### src/rtl/rom_boot_copier_pkg.sv
// Shared definitions for the ROM-to-RAM boot copier: FSM state encodings,
// visible to the copier and to anything that needs to decode its state by name.
package rom_boot_copier_pkg;

    localparam logic [1:0] ST_IDLE  = 2'd0;
    localparam logic [1:0] ST_COPY  = 2'd1;
    localparam logic [1:0] ST_DRAIN = 2'd2;
    localparam logic [1:0] ST_FIN   = 2'd3;

endpackage

### src/rtl/rom_boot_copier.sv
// Copies a block of words from a 1-cycle-latency ROM read port into a RAM write
// port, one word per cycle, holding the core off while the copy runs.
module rom_boot_copier
    import rom_boot_copier_pkg::*;
#(
    parameter int WIDTH  = 32,
    parameter int SCALE  = 10,
    parameter int DSCALE = 10
) (
    input  logic              clk_i,
    input  logic              rst_ni,
    input  logic              start_i,
    input  logic [SCALE-1:0]  src_base_i,
    input  logic [DSCALE-1:0] dst_base_i,
    input  logic [SCALE:0]    count_i,
    input  logic              hold_i,
    output logic              busy_o,
    output logic              done_o,
    output logic              cpu_hold_o,
    output logic              rom_oe_o,
    output logic [SCALE-1:0]  rom_addr_o,
    input  logic [WIDTH-1:0]  rom_rdata_i,
    output logic              ram_we_o,
    output logic [DSCALE-1:0] ram_addr_o,
    output logic [WIDTH-1:0]  ram_wdata_o
);

    localparam logic [SCALE:0]    REM_ONE = (SCALE + 1)'(1);
    localparam logic [SCALE-1:0]  SRC_ONE = SCALE'(1);
    localparam logic [DSCALE-1:0] DST_ONE = DSCALE'(1);

    logic [1:0]        state_q, state_d;
    logic [SCALE-1:0]  src_ptr_q, src_ptr_d;
    logic [DSCALE-1:0] dst_ptr_q, dst_ptr_d;
    logic [SCALE:0]    remaining_q, remaining_d;
    logic              wr_v_q;
    logic              accept;
    logic              rd_issue;

    assign accept   = (state_q == ST_IDLE) && start_i;
    assign rd_issue = (state_q == ST_COPY) && !hold_i;

    always_comb begin
        state_d     = state_q;
        src_ptr_d   = src_ptr_q;
        dst_ptr_d   = dst_ptr_q;
        remaining_d = remaining_q;
        case (state_q)
            ST_IDLE: begin
                if (start_i) begin
                    src_ptr_d   = src_base_i;
                    remaining_d = count_i;
                    state_d     = (count_i == '0) ? ST_FIN : ST_COPY;
                end
            end
            ST_COPY: begin
                if (!hold_i) begin
                    src_ptr_d   = src_ptr_q + SRC_ONE;
                    remaining_d = remaining_q - REM_ONE;
                    if (remaining_q == REM_ONE) begin
                        state_d = ST_DRAIN;
                    end
                end
            end
            ST_DRAIN: begin
                // The last read's data lands this cycle; its write closes the copy.
                if (wr_v_q) begin
                    state_d = ST_FIN;
                end
            end
            ST_FIN:  state_d = ST_IDLE;
            default: state_d = ST_IDLE;
        endcase

        // Write pointer follows the write pipe, never the read side, so hold cannot skew it.
        if (accept) begin
            dst_ptr_d = dst_base_i;
        end else if (wr_v_q) begin
            dst_ptr_d = dst_ptr_q + DST_ONE;
        end
    end

    always_ff @(posedge clk_i or negedge rst_ni) begin
        if (!rst_ni) begin
            state_q     <= ST_IDLE;
            src_ptr_q   <= '0;
            dst_ptr_q   <= '0;
            remaining_q <= '0;
            wr_v_q      <= 1'b0;
        end else begin
            state_q     <= state_d;
            src_ptr_q   <= src_ptr_d;
            dst_ptr_q   <= dst_ptr_d;
            remaining_q <= remaining_d;
            wr_v_q      <= rd_issue;
        end
    end

    assign busy_o      = (state_q == ST_COPY) || (state_q == ST_DRAIN);
    assign done_o      = (state_q == ST_FIN);
    assign cpu_hold_o  = busy_o || accept;
    assign rom_oe_o    = rd_issue;
    assign rom_addr_o  = src_ptr_q;
    assign ram_we_o    = wr_v_q;
    assign ram_addr_o  = dst_ptr_q;
    assign ram_wdata_o = rom_rdata_i;

endmodule

### config.mk
export PLATFORM = sky130hd
export DESIGN_NAME = rom_boot_copier
export DESIGN_NICKNAME = d
export VERILOG_FILES = /design/src/rtl/rom_boot_copier_pkg.sv /design/src/rtl/rom_boot_copier.sv
export SDC_FILE = /design/constraint.sdc
export NUM_CORES = 1
export LEC_CHECK = 0
export ABC_AREA = 1
export BUFFER_PORTS_ARGS = -buffer_cell sky130_fd_sc_hd__buf_4
export CORE_MARGIN = 1
export CORE_UTILIZATION = 42
export DETAILED_ROUTE_END_ITERATION = 8
export PLACE_DENSITY = 0.87
export SLEW_MARGIN = 20
export SYNTH_ARGS = -nofsm -noshare
export SYNTH_HDL_FRONTEND = slang
export SYNTH_SLANG_ARGS = --single-unit
export TNS_END_PERCENT = 1
### constraint.sdc
create_clock -name clk_i -period 1.4 [get_ports clk_i]
set_input_delay 0.07 -clock clk_i [delete_from_list [all_inputs] [get_ports clk_i]]
set_output_delay 0.07 -clock clk_i [all_outputs]
set_load 0.005 [all_outputs]
After elaboration in Yosys (flattened, before gate mapping). Cells that the tools add are included.

Register bits after elaboration: 34. Bits of input ports: 67. Output and inout bits: 57. Word-level logic and storage cells: 41.

Add/subtract/negate cells: 3. Equality and inequality tests: 8. Multiplexer cells: 14. Reduce and logical (&&, ||, !) cells: 11.

Operators with widths (count): $mux 10 (4); $mux 11 (2); $pmux 11 s2 (1); $add 10x1->10 const B (2); $pmux 10 s2 (1); $eq 11x1->1 const B (1); $logic_not 11->1 (1); $sub 11x1->11 const B (1); $mux 2 (5); $ne 2x2->1 const B (4); $pmux 2 s4 (1); $eq 2x2->1 const B (2); $reduce_and 4->1 (1); $reduce_bool 2->1 (2); $reduce_and 3->1 (1); $eq 2x1->1 const B (1); $logic_and 1x1->1 (2); $logic_not 2->1 (1); $logic_or 1x1->1 (2); $logic_not 1->1 (1).

Longest topological paths before layout. Gate-level depths: netlist of the first run.

Depth after elaboration: 4. Mapped depth: 10. Depth with buffers taken out: 9.

Least setup slack after synthesis of the first run. No wires, ideal clock.

Path type: reg-to-reg. From: register state_q[1]. To: register src_ptr_q[5], in the netlist rom_addr_o[5]. Setup time: 113 ps. Arrival: 1422 ps. Data required time: 1287 ps. Setup slack: -135 ps. Cell stages (with the launch flop): 11. Path buffers: 2. Clock period less this slack: 1535 ps. Path through: dfrtp_1 -> inv_1 -> ha_1 -> buf_2 -> nand2_2 -> o21ai_4 -> a21oi_4 -> buf_4 -> o211ai_1 -> nand2_1 -> inv_1.

Cells in the longest elaborated chain, start to end: 3. Elaborated cells on any way between the ends: 7. Those cells by class: 3 x eq/ne; 1 x mux; 3 x reduce/logical.

Ends and longest elaborated chain: start, declared (RTL line rom_boot_copier.sv:32) `logic [1:0] state_q, state_d;`; start signal, assigned (RTL line rom_boot_copier.sv:91) `state_q <= state_d;`; $eq 2x1->1 or $logic_not 2->1 (tied branches) (RTL line rom_boot_copier.sv:48) `case (state_q)`; $ne 2x2->1 (no line) or $reduce_bool 2->1 (tied branches); $reduce_and 3->1 (no line); end signal, assigned (RTL line rom_boot_copier.sv:92) `src_ptr_q <= src_ptr_d;`; end, declared (RTL line rom_boot_copier.sv:33) `logic [SCALE-1:0] src_ptr_q, src_ptr_d;`.

Several ways; a longest one is shown, not always the timed one. A chain may end at the register's enable or synchronous reset.

Worst setup path after layout of the first run.
From: register state_q[0]. To: register remaining_q[9].

Cells in the longest elaborated chain, start to end: 3. Elaborated cells on any way between the ends: 7. Those cells by class: 3 x eq/ne; 1 x mux; 3 x reduce/logical.

Ends and longest elaborated chain: $eq 2x1->1 or $logic_not 2->1 (tied branches) (RTL line rom_boot_copier.sv:48); $ne 2x2->1 (no line) or $reduce_bool 2->1 (tied branches); $reduce_and 3->1 (no line); end signal, assigned (RTL line rom_boot_copier.sv:94) `remaining_q <= remaining_d;`; end, declared (RTL line rom_boot_copier.sv:35) `logic [SCALE:0] remaining_q, remaining_d;`.

Several ways; a longest one is shown, not always the timed one.

==> summary.md, run 1 <==
| Metric | Value |
|---|---|
| Wire length of the first global-routing pass | `11,300 microns` |
| Worst supply voltage drop on vdd | `1.23 mV` |
| Count of pins over their slew limit | `0` |
| Total Neg Setup Slack | `-2.15 ns` |
| Normalized max-slew margin | `68.8%` |
| Yosys warning total | `0` |
| Hold WS | `0.0250 ns` |
| Largest net degree at the start of global routing | `35` |
| Fraction of final layout cells with drive strength greater than 1 | `29.8%` |
| Data required time of the worst path | `1.58 ns` |
| Gate count of the mapped netlist | `375` |
| Number of port buffers | `59` |
| Remaining global-route overflow | `0` |
| Biggest cell delay along the critical path | `0.42 ns` |
| Post-synthesis area per instance | `6.84 sq um` |
| Critical Path Start Type | `flop` |
| Top Layer Used | `met4` |
| Slew at the pin with the worst max-slew slack | `0.467 ns` |
| Overall track demand over capacity in global routing | `22.6%` |
| Leading cell type in the layout, fill and taps excluded | `sky130_fd_sc_hd__nand2_1` |
| Data arrival, critical path | `1.73 ns` |
| Kind of critical path | `reg2reg` |
| Number of placed I/O pins | `124` |
| Cell with the largest stage delay on the worst path | `sky130_fd_sc_hd__dfrtp_1` |
| Final min period | `1.55 ns` |
| Reported leakage power | `1.66 nW` |
| Share of flip-flops with an asynchronous set or reset after synthesis | `100%` |
| DR WL met2 | `3400 microns` |
| Count of fill cells added during filler insertion | `550` |
| Buffers and inverters on the worst path | `2` |
| TritonRoute pass-1 iters | `6` |
| Wirelength per Cell | `13.3 microns` |
| Number of sinks on the clock net | `34` |
| First DRT Iteration DRCs | `223` |
| Number of enable flip-flop cells after synthesis | `0` |
| Antenna violations before repair | `0` |
| Count of final setup violators | `30` |
| # rows | `28` |
| Crit path capture type | `flop` |
| Most instantiated flip-flop cell in the synthesis netlist | `sky130_fd_sc_hd__dfrtp_1` |
| Vias per cell | `5.24` |
| Cell family with the largest share of critical-path delay | `compound AO/OA/AOI/OAI gates` |
| DRC violations left | `0` |
| Clock-pin slew on the worst setup and hold paths | `0.07 ns` |
| Clock buffers created by TritonCTS | `5` |
| Maximum buffer depth of the clock tree | `2` |
| Die X-Extent | `80.1 microns` |
| Tcrit/Tclk final | `110%` |
| Outcome | `finished, violations left` |
| Wire length on met3 | `508 microns` |
| Total Wirelength | `6700 microns` |
| Share of synthesized area occupied by flip-flops and latches | `33.2%` |
| Min-Delay Path Class | `in2reg` |
| DP Wirelength | `4970 microns` |
| Number of hold-slack violations in the final timing report | `0` |
| Worst Slack Setup Final | `-0.146 ns` |
| Highest fanout seen on the critical path | `16` |
| Starting utilization of the core area | `43.3%` |
| Vias in the first global route | `2,548` |
| Count of state elements after synthesis | `34` |
| Die Height | `80.1 microns` |
| TritonCTS clock tree | `done` |
| Setup repair after global routing missed its margin | `yes` |
| Later-pin clock latency in the skew report | `0.29 ns` |
| Power density of the placed cells | `2280 nW/um^2` |
| Commonest cells after routing, fill and taps aside | `sky130_fd_sc_hd__nand2_1 (106), sky130_fd_sc_hd__buf_4 (82), sky130_fd_sc_hd__inv_1 (37)` |
| Area of the mapped netlist | `2560 sq um` |
| Area Overhead vs Synth | `26.9%` |
| Placer congestion estimate | `0.859` |
| Cell variety after synth | `30` |
| Core footprint | `5920 sq um` |
| Failing checks | `setup timing` |
| Clock root buffer master | `sky130_fd_sc_hd__clkbuf_8` |
| Clk_skew | `0.00779 ns` |
| Level count of the clock H-tree | `2` |
| CP cell instances | `inv_2 -> ha_4 -> buf_4 -> o21ai_4 -> a21oi_1 -> nand2_1 -> nand2_1` |
| Mapped Nets | `451` |
| Number of nets still failing antenna checks after routing | `0` |
| CP dominant cell by count | `sky130_fd_sc_hd__nand2_1` |
| M1 WL | `2680 microns` |
| Fmax | `0.647 GHz` |
| Via Count | `2,640` |
| Final nets | `505` |
| Count of inserted antenna diode cells | `0` |
| Reported max-cap violation count | `0` |
| Area of the die | `6420 sq um` |
logic make-up after synthesis:
group | count (synthesis) | share of synthesized area, %
AND/OR/NAND/NOR | 190 | 30.6
buffers and inverters | 87 | 18.2
AO/OA/AOI/OAI | 54 | 13.2
flip-flops | 34 | 33.2
adder cells (fa/ha/maj) | 9 | 4.39
XOR/XNOR | 1 | 0.342
path summary, 6_finish.rpt:
check | start | endpoint | slack, ns | depth (start not counted)
min in group asynchronous | rst_ni | ram_addr_o[3] | 0.27 | 2
hold reg to reg | remaining_q[7] | remaining_q[7] | 0.50 | 2
setup / recovery | state_q[0] | remaining_q[9] | -0.15 | 7
hold / removal | dst_base_i[1] | ram_addr_o[1] | 0.03 | 3
setup reg to reg | state_q[0] | remaining_q[9] | -0.15 | 7
max in group asynchronous | rst_ni | rom_addr_o[2] | 0.81 | 2
sequential cells by signal (all words and copies together), names as in the netlist:
| register | flops |
|---|---|
| ram_we_o | 1 |
| remaining_q | 11 |
| state_q | 2 |
| ram_addr_o | 10 |
| rom_addr_o | 10 |
worst min-delay path, cell delays in order:
cell,delay [ns]
sky130_fd_sc_hd__buf_4,0.08
sky130_fd_sc_hd__nand2_1,0.05
sky130_fd_sc_hd__nand3_1,0.07
stage by stage:
step	setup WS (ns)	total power (W)	utilization, %	instance area, sq um	instances
after floorplan	-0.0529	0.00466	-	2580	375
after global placement	-0.0870	0.00606	50.8	3010	491
after detailed placement	-0.180	0.00628	50.8	3010	491
after CTS	-0.123	0.00727	54.0	3200	504
after global routing	-0.257	0.00814	55.0	3260	504
final	-0.146	0.00743	55.0	3260	504
layer usage:
layer	GRT usage, %	vias to the layer above
li1	-	1269
met4	9.46	0
met1	26.4	1232
met5	0	-
met3	4.55	12
met2	40.2	127
repair_timing:
item | 4_1_cts | 5_1_grt
hold endpoints to repair | 35 | 0
hold buffers | 2 | 0
gates resized for setup | 17 | 19
setup buffers | 4 | 0
endpoints found under the setup margin | 33 | 35
pin swaps | 3 | 3
Yosys cell counts, drive strengths merged, types with 2 or more instances:
cell | number | area share, %
ha | 9 | 4.4
o22ai | 7 | 1.7
o21ai | 24 | 5.6
o211ai | 4 | 1.2
nand3 | 27 | 5.3
nor3 | 4 | 0.78
nand4 | 5 | 1.2
nor2 | 38 | 5.6
inv | 44 | 6.4
nand3b | 3 | 0.88
or2 | 3 | 0.73
nand2 | 110 | 16
a21oi | 15 | 3.7
clkbuf | 2 | 0.29
dfrtp | 34 | 33
buf | 40 | 11
power breakdown:
part	switching (W)	internal, W	total (W)
clock network	0.000352	0.000343	0.000695
registers	0.000501	0.00148	0.00198
logic	0.00256	0.00219	0.00475
total	0.00341	0.00401	0.00743
final cells by class:
cell class / count / area (sq um) / share of cell area, %
multi-input cells: 254 / 1350 / 41.5
clock buffers: 7 / 76.3 / 2.34
inverters: 45 / 173 / 5.30
repair buffers: 89 / 709 / 21.8
well taps: 75 / 93.8 / 2.88
flip-flops and latches: 34 / 851 / 26.1
(Power assumes the default switching activity.)
==> run 2: changes to the inputs <==
--- a/config.mk
+++ b/config.mk
@@ -9,8 +9,10 @@
 export BUFFER_PORTS_ARGS = -buffer_cell sky130_fd_sc_hd__buf_4
 export CORE_MARGIN = 1
 export CORE_UTILIZATION = 42
+export CTS_CLUSTER_DIAMETER = 100
 export DETAILED_ROUTE_END_ITERATION = 8
 export PLACE_DENSITY = 0.87
+export SETUP_SLACK_MARGIN = 0.02
 export SLEW_MARGIN = 20
 export SYNTH_ARGS = -nofsm -noshare
 export SYNTH_HDL_FRONTEND = slang
==> summary.md, run 2 (synthesized netlist as in run 1, its figures left out) <==
| Metric | Value |
|---|---|
| DP Wirelength | `4970 microns (unchanged)` |
| Clock root buffer master | `sky130_fd_sc_hd__clkbuf_8 (unchanged)` |
| Antenna violations before repair | `0 (unchanged)` |
| Reported max-cap violation count | `0 (unchanged)` |
| Number of cells in the design after placement | `491 (unchanged)` |
| Register containing the most flip-flops in the final layout | `remaining_q (unchanged)` |
| Setup repair after global routing missed its margin | `yes (unchanged)` |
| Number of hold-slack violations in the final timing report | `0 (unchanged)` |
| Footprint of the multi-input gates | `1350 sq um (unchanged)` |
| Failing checks | `setup timing (unchanged)` |
| Die Height | `80.1 microns (unchanged)` |
| Data required time of the worst path | `1.58 ns (about the same)` |
| Vias in the first global route | `2,546 (was 2,548)` |
| Number of placed I/O pins | `124 (unchanged)` |
| Maximum buffer depth of the clock tree | `2 (unchanged)` |
| CP cell instances | `buf_6 -> ha_4 -> o21ai_4 -> a21oi_1 -> nand2_1 -> nand2_1 (was inv_2 -> ha_4 -> buf_4 -> o21ai_4 -> a21oi_1 -> nand2_1 -> nand2_1)` |
| Clock-pin slew on the worst setup and hold paths | `0.07 ns (about the same)` |
| Vias per cell | `5.22 (was 5.24)` |
| Count of pins over their slew limit | `0 (unchanged)` |
| Outcome | `finished, violations left (unchanged)` |
| Fraction of final layout cells with drive strength greater than 1 | `29.8% (unchanged)` |
| Placer congestion estimate | `0.859 (unchanged)` |
| Overall track demand over capacity in global routing | `22.6% (unchanged)` |
| Commonest cells after routing, fill and taps aside | `sky130_fd_sc_hd__nand2_1 (106), sky130_fd_sc_hd__buf_4 (82), sky130_fd_sc_hd__inv_1 (37) (unchanged)` |
| Area of the die | `6420 sq um (unchanged)` |
| Number of sinks on the clock net | `34 (unchanged)` |
| Final min period | `1.55 ns (about the same)` |
| Data arrival, critical path | `1.73 ns (about the same)` |
| Worst Slack Setup Final | `-0.148 ns (was -0.146 ns)` |
| Non-filler cells, final | `504 (unchanged)` |
| Number of port buffers | `59 (unchanged)` |
| Area Overhead vs Synth | `26.9% (unchanged)` |
| Starting utilization of the core area | `43.3% (unchanged)` |
| Setup Slack @ Placement | `-0.180 ns (unchanged)` |
| First DRT Iteration DRCs | `224 (was 223)` |
| Slew at the pin with the worst max-slew slack | `0.468 ns (was 0.467 ns)` |
| Highest fanout seen on the critical path | `16 (unchanged)` |
| Power density of the placed cells | `2280 nW/um^2 (about the same)` |
| Normalized max-slew margin | `68.7% (was 68.8%)` |
| DRC violations left | `0 (unchanged)` |
| Remaining global-route overflow | `0 (unchanged)` |
| Core footprint | `5920 sq um (unchanged)` |
| Kind of critical path | `reg2reg (unchanged)` |
| Via Count | `2,629 (was 2,640)` |
| Level count of the clock H-tree | `2 (unchanged)` |
| Fmax | `0.646 GHz (was 0.647 GHz)` |
| CP dominant cell by count | `sky130_fd_sc_hd__nand2_1 (unchanged)` |
| Clk_skew | `0.00846 ns (was 0.00779 ns)` |
| Tcrit/Tclk final | `111% (was 110%)` |
| Reported leakage power | `1.66 nW (about the same)` |
| Wire length of the first global-routing pass | `11,300 microns (unchanged)` |
| Register Area | `851 sq um (unchanged)` |
| Wirelength per Cell | `13.4 microns (was 13.3 microns)` |
| Min-Delay Path Class | `in2reg (unchanged)` |
| Final nets | `505 (unchanged)` |
| TritonCTS clock tree | `done (unchanged)` |
| Cell with the largest stage delay on the worst path | `sky130_fd_sc_hd__dfrtp_1 (unchanged)` |
| Largest net degree at the start of global routing | `35 (unchanged)` |
| Die X-Extent | `80.1 microns (unchanged)` |
| TritonRoute pass-1 iters | `6 (unchanged)` |
| Biggest cell delay along the critical path | `0.43 ns (was 0.42 ns)` |
| # rows | `28 (unchanged)` |
| Count of fill cells added during filler insertion | `550 (unchanged)` |
| Clock buffers created by TritonCTS | `5 (unchanged)` |
| Critical Path Start Type | `flop (unchanged)` |
| Count of inserted antenna diode cells | `0 (unchanged)` |
| Total Wirelength | `6740 microns (was 6700 microns)` |
| Number of nets still failing antenna checks after routing | `0 (unchanged)` |
| Count of final setup violators | `30 (unchanged)` |
| Leading cell type in the layout, fill and taps excluded | `sky130_fd_sc_hd__nand2_1 (unchanged)` |
| Worst supply voltage drop on vdd | `1.23 mV (about the same)` |
| Later-pin clock latency in the skew report | `0.29 ns (about the same)` |
| Crit path capture type | `flop (unchanged)` |
| Max FFs per register | `11 (unchanged)` |
[run 2: repair_timing]
item,4_1_cts,5_1_grt
cloned,0,0
resized for setup,17,19
setup endpoints to repair,34,35
pin swaps,4,3
endpoints found under the hold margin,35,0
hold buffers,2,0
setup buffers,4,0
[run 2: stage by stage]
step                area, sq um  util, %  hold slack (ns)  setup TNS [ns]  power (W)
floorplan                  2580        -           -0.226          -0.391    0.00466
global placement           3010     50.8           0.0531          -0.635    0.00606
detailed placement         3010     50.8           0.0544           -2.38    0.00628
CTS                        3200     54.0          0.00881           -1.97    0.00727
global route               3260     55.0          0.00596           -5.17    0.00814
finish                     3260     55.0           0.0232           -2.23    0.00744
[run 2: routing by layer]
metal  up-vias  wire (microns)  GRT usage [%]
li1       1267               -              -
met1      1223            2730           26.4
met2       121            3410           40.2
met3        18             478           4.55
met4         0             130           9.46
met5         -               0              0
[run 2: power breakdown]
group	leakage, nW	total [W]	switching, W	internal, W
Combinational	1.22	0.00476	0.00257	0.00219
Clock	0.0383	0.000694	0.000351	0.000343
Sequential	0.403	0.00198	0.000501	0.00148
Total	1.66	0.00744	0.00342	0.00401
[run 2: final timing paths]
| check | start | end | slack (ns) | cells past startpoint |
|---|---|---|---|---|
| min in group asynchronous | rst_ni | ram_addr_o[0] | 0.27 | 2 |
| worst max register to register | state_q[0] | remaining_q[9] | -0.15 | 6 |
| max in group asynchronous | rst_ni | rom_addr_o[2] | 0.81 | 2 |
| worst max-delay path | state_q[0] | remaining_q[9] | -0.15 | 6 |
| worst min-delay path | dst_base_i[1] | ram_addr_o[1] | 0.02 | 3 |
| worst min register to register | remaining_q[7] | remaining_q[7] | 0.49 | 2 |
[run 2: cell type report]
type | count | area share (%)
clock buffer | 7 | 2.34
inverter | 45 | 5.30
multi-input combinational | 254 | 41.5
sequential | 34 | 26.1
tap | 75 | 2.88
timing repair buffer | 89 | 21.8
[run 2: worst max-delay path: cells and delay by family, from the launching register on]
family | cells | cell delay (ns)
compound gates | 2 | 0.52
flops | 1 | 0.43
fa+ha+maj | 1 | 0.19
buf+inv | 1 | 0.14
simple gates | 2 | 0.14
==> run 3: changes to the inputs <==
--- a/config.mk
+++ b/config.mk
@@ -11,7 +11,7 @@
 export CORE_UTILIZATION = 42
 export CTS_CLUSTER_DIAMETER = 100
 export DETAILED_ROUTE_END_ITERATION = 8
-export PLACE_DENSITY = 0.87
+export PLACE_DENSITY = 0.84
 export SETUP_SLACK_MARGIN = 0.02
 export SLEW_MARGIN = 20
 export SYNTH_ARGS = -nofsm -noshare
==> summary.md, run 3 (synthesized netlist as in run 1, its figures left out) <==
| Metric | Value |
|---|---|
| Outcome | `finished, violations left (unchanged)` |
| Failing checks | `setup timing (unchanged)` |
| Antenna violations before repair | `0 (unchanged)` |
| Highest fanout seen on the critical path | `3 (was 16)` |
| DRC violations left | `0 (unchanged)` |
| Number of sinks on the clock net | `34 (unchanged)` |
| Later-pin clock latency in the skew report | `0.29 ns (about the same)` |
| Stages on the worst setup path | `6 (unchanged)` |
| Max FFs per register | `11 (unchanged)` |
| # rows | `28 (unchanged)` |
| Crit path capture type | `primary output (was flop)` |
| Final min period | `1.52 ns (was 1.55 ns)` |
| Die X-Extent | `80.1 microns (unchanged)` |
| Data arrival, critical path | `1.45 ns (was 1.73 ns)` |
| First DRT Iteration DRCs | `193 (was 224)` |
| Kind of critical path | `reg2out (was reg2reg)` |
| Register containing the most flip-flops in the final layout | `remaining_q (unchanged)` |
| Wirelength per Cell | `13.2 microns (was 13.4 microns)` |
| Power density of the placed cells | `2310 nW/um^2 (was 2280 nW/um^2)` |
| Data required time of the worst path | `1.33 ns (was 1.58 ns)` |
| Total Neg Setup Slack | `-1.55 ns (was -2.23 ns)` |
| Count of final setup violators | `25 (was 30)` |
| Largest net degree at the start of global routing | `35 (unchanged)` |
| Number of nets still failing antenna checks after routing | `0 (unchanged)` |
| Number of cells traversed by the worst register-to-register path | `9 (was 6)` |
| Commonest cells after routing, fill and taps aside | `sky130_fd_sc_hd__nand2_1 (102), sky130_fd_sc_hd__buf_4 (79), sky130_fd_sc_hd__inv_1 (38) (was sky130_fd_sc_hd__nand2_1 (106), sky130_fd_sc_hd__buf_4 (82), sky130_fd_sc_hd__inv_1 (37))` |
| TritonCTS clock tree | `done (unchanged)` |
| Area of the die | `6420 sq um (unchanged)` |
| Clk_skew | `0.00925 ns (was 0.00846 ns)` |
| Biggest cell delay along the critical path | `0.42 ns (was 0.43 ns)` |
| Level count of the clock H-tree | `2 (unchanged)` |
| Buffers and inverters on the worst path | `3 (was 1)` |
| Number of port buffers | `59 (unchanged)` |
| Vias in the first global route | `2,633 (was 2,546)` |
| Clock-pin slew on the worst setup and hold paths | `0.06 ns (was 0.07 ns)` |
| Leading cell type in the layout, fill and taps excluded | `sky130_fd_sc_hd__nand2_1 (unchanged)` |
| CP cell instances | `inv_2 -> ha_4 -> nand2_4 -> clkinv_4 -> or2_4 -> buf_6 (was buf_6 -> ha_4 -> o21ai_4 -> a21oi_1 -> nand2_1 -> nand2_1)` |
| Wire length of the first global-routing pass | `11,300 microns (about the same)` |
| Reported max-cap violation count | `0 (unchanged)` |
| TritonRoute pass-1 iters | `6 (unchanged)` |
| Slew at the pin with the worst max-slew slack | `0.447 ns (was 0.468 ns)` |
| Setup repair after global routing missed its margin | `yes (unchanged)` |
| Overall Power | `0.00777 W (was 0.00744 W)` |
| Count of inserted antenna diode cells | `0 (unchanged)` |
| Area Overhead vs Synth | `31.4% (was 26.9%)` |
| Worst supply voltage drop on vdd | `1.15 mV (was 1.23 mV)` |
| Hold WS | `0.0265 ns (was 0.0232 ns)` |
| Die Height | `80.1 microns (unchanged)` |
| Count of pins over their slew limit | `0 (unchanged)` |
| Count of fill cells added during filler insertion | `561 (was 550)` |
| Fmax | `0.657 GHz (was 0.646 GHz)` |
| Vias per cell | `5.04 (was 5.22)` |
| Cell family with the largest share of critical-path delay | `flip-flops (was compound AO/OA/AOI/OAI gates)` |
| Via Count | `2,575 (was 2,629)` |
| Cell with the largest stage delay on the worst path | `sky130_fd_sc_hd__dfrtp_1 (unchanged)` |
| Setup Slack @ Placement | `-0.196 ns (was -0.180 ns)` |
| Starting utilization of the core area | `43.3% (unchanged)` |
| Worst Slack Setup Final | `-0.121 ns (was -0.148 ns)` |
| Placer congestion estimate | `0.896 (was 0.859)` |
| Number of placed I/O pins | `124 (unchanged)` |
| Number of hold-slack violations in the final timing report | `0 (unchanged)` |
| Overall track demand over capacity in global routing | `22.5% (was 22.6%)` |
| Remaining global-route overflow | `0 (unchanged)` |
| Normalized max-slew margin | `70.2% (was 68.7%)` |
| Final cell utilization of the core | `56.9% (was 55.0%)` |
| Clock buffers created by TritonCTS | `5 (unchanged)` |
| Min-Delay Path Class | `in2reg (unchanged)` |
| Fraction of final layout cells with drive strength greater than 1 | `31.9% (was 29.8%)` |
| Clock root buffer master | `sky130_fd_sc_hd__clkbuf_8 (unchanged)` |
| Maximum buffer depth of the clock tree | `2 (unchanged)` |
| Critical Path Start Type | `flop (unchanged)` |
| Worst Hold Path Cells | `3 (unchanged)` |
| Final nets | `512 (was 505)` |
| Total Wirelength | `6730 microns (was 6740 microns)` |
| Core footprint | `5920 sq um (unchanged)` |
| Reported leakage power | `1.71 nW (was 1.66 nW)` |
| DP Wirelength | `4770 microns (was 4970 microns)` |
| Tcrit/Tclk final | `109% (was 111%)` |
-- run 3: changes by cell type in the layout (fill, tap and decap cells not counted), moves of 2 or more --
cell and delta:
sky130_fd_sc_hd__buf_6 +10, sky130_fd_sc_hd__nand2_1 -4, sky130_fd_sc_hd__buf_4 -3, sky130_fd_sc_hd__nand2_2 +3
sky130_fd_sc_hd__a21oi_1 -2, sky130_fd_sc_hd__a21oi_2 +2, sky130_fd_sc_hd__nor2_1 -2, sky130_fd_sc_hd__o22ai_1 +2
sky130_fd_sc_hd__o22ai_2 -2
-- run 3: power breakdown --
group / leakage, nW / switching (W) / total (W) / internal [W]
clock network: 0.0383 / 0.000369 / 0.000712 / 0.000343
logic: 1.27 / 0.00267 / 0.00510 / 0.00243
registers: 0.403 / 0.000476 / 0.00196 / 0.00148
-- run 3: per-layer routing --
| metal | wire, microns | GRT usage, % |
|---|---|---|
| met2 | 3430 | 40.5 |
| met4 | 88 | 5.89 |
| met5 | 0 | 0 |
| met3 | 411 | 5.57 |
| met1 | 2810 | 26.3 |
-- run 3: worst min-delay path: stages --
cell	delay, ns
sky130_fd_sc_hd__buf_4	0.08
sky130_fd_sc_hd__nand2_1	0.05
sky130_fd_sc_hd__o211ai_1	0.08
-- run 3: repair_timing --
item,in CTS,in global routing
resized for setup,38,14
hold endpoints to repair,36,0
setup endpoints to repair,33,35
hold buffers,3,0
pin swaps,8,9
setup buffers,6,1
gates cloned,0,0
-- run 3: cell type report --
| type | count | area (sq um) | area share [%] |
|---|---|---|---|
| inverter | 45 | 176 | 5.24 |
| timing repair buffer | 96 | 790 | 23.4 |
| clock buffer | 7 | 76.3 | 2.27 |
| multi-input combinational | 254 | 1380 | 41.0 |
| sequential | 34 | 851 | 25.3 |
| tap | 75 | 93.8 | 2.78 |
-- run 3: path summary, 6_finish.rpt --
kind / slack [ns] / endpoint / startpoint
worst max register to register: -0.11 / remaining_q[10] / state_q[0]
max in group asynchronous: 0.82 / remaining_q[0] / rst_ni
min in group asynchronous: 0.27 / remaining_q[1] / rst_ni
worst min-delay path: 0.03 / ram_addr_o[0] / dst_base_i[0]
worst max-delay path: -0.12 / cpu_hold_o / state_q[0]
worst min register to register: 0.49 / remaining_q[10] / remaining_q[10]
-- run 3: metrics by stage --
step,cells,instance area (sq um)
finish,511,3370
global route,511,3370
CTS,510,3320
detailed placement,494,3030
global placement,494,3030
floorplan,375,2580
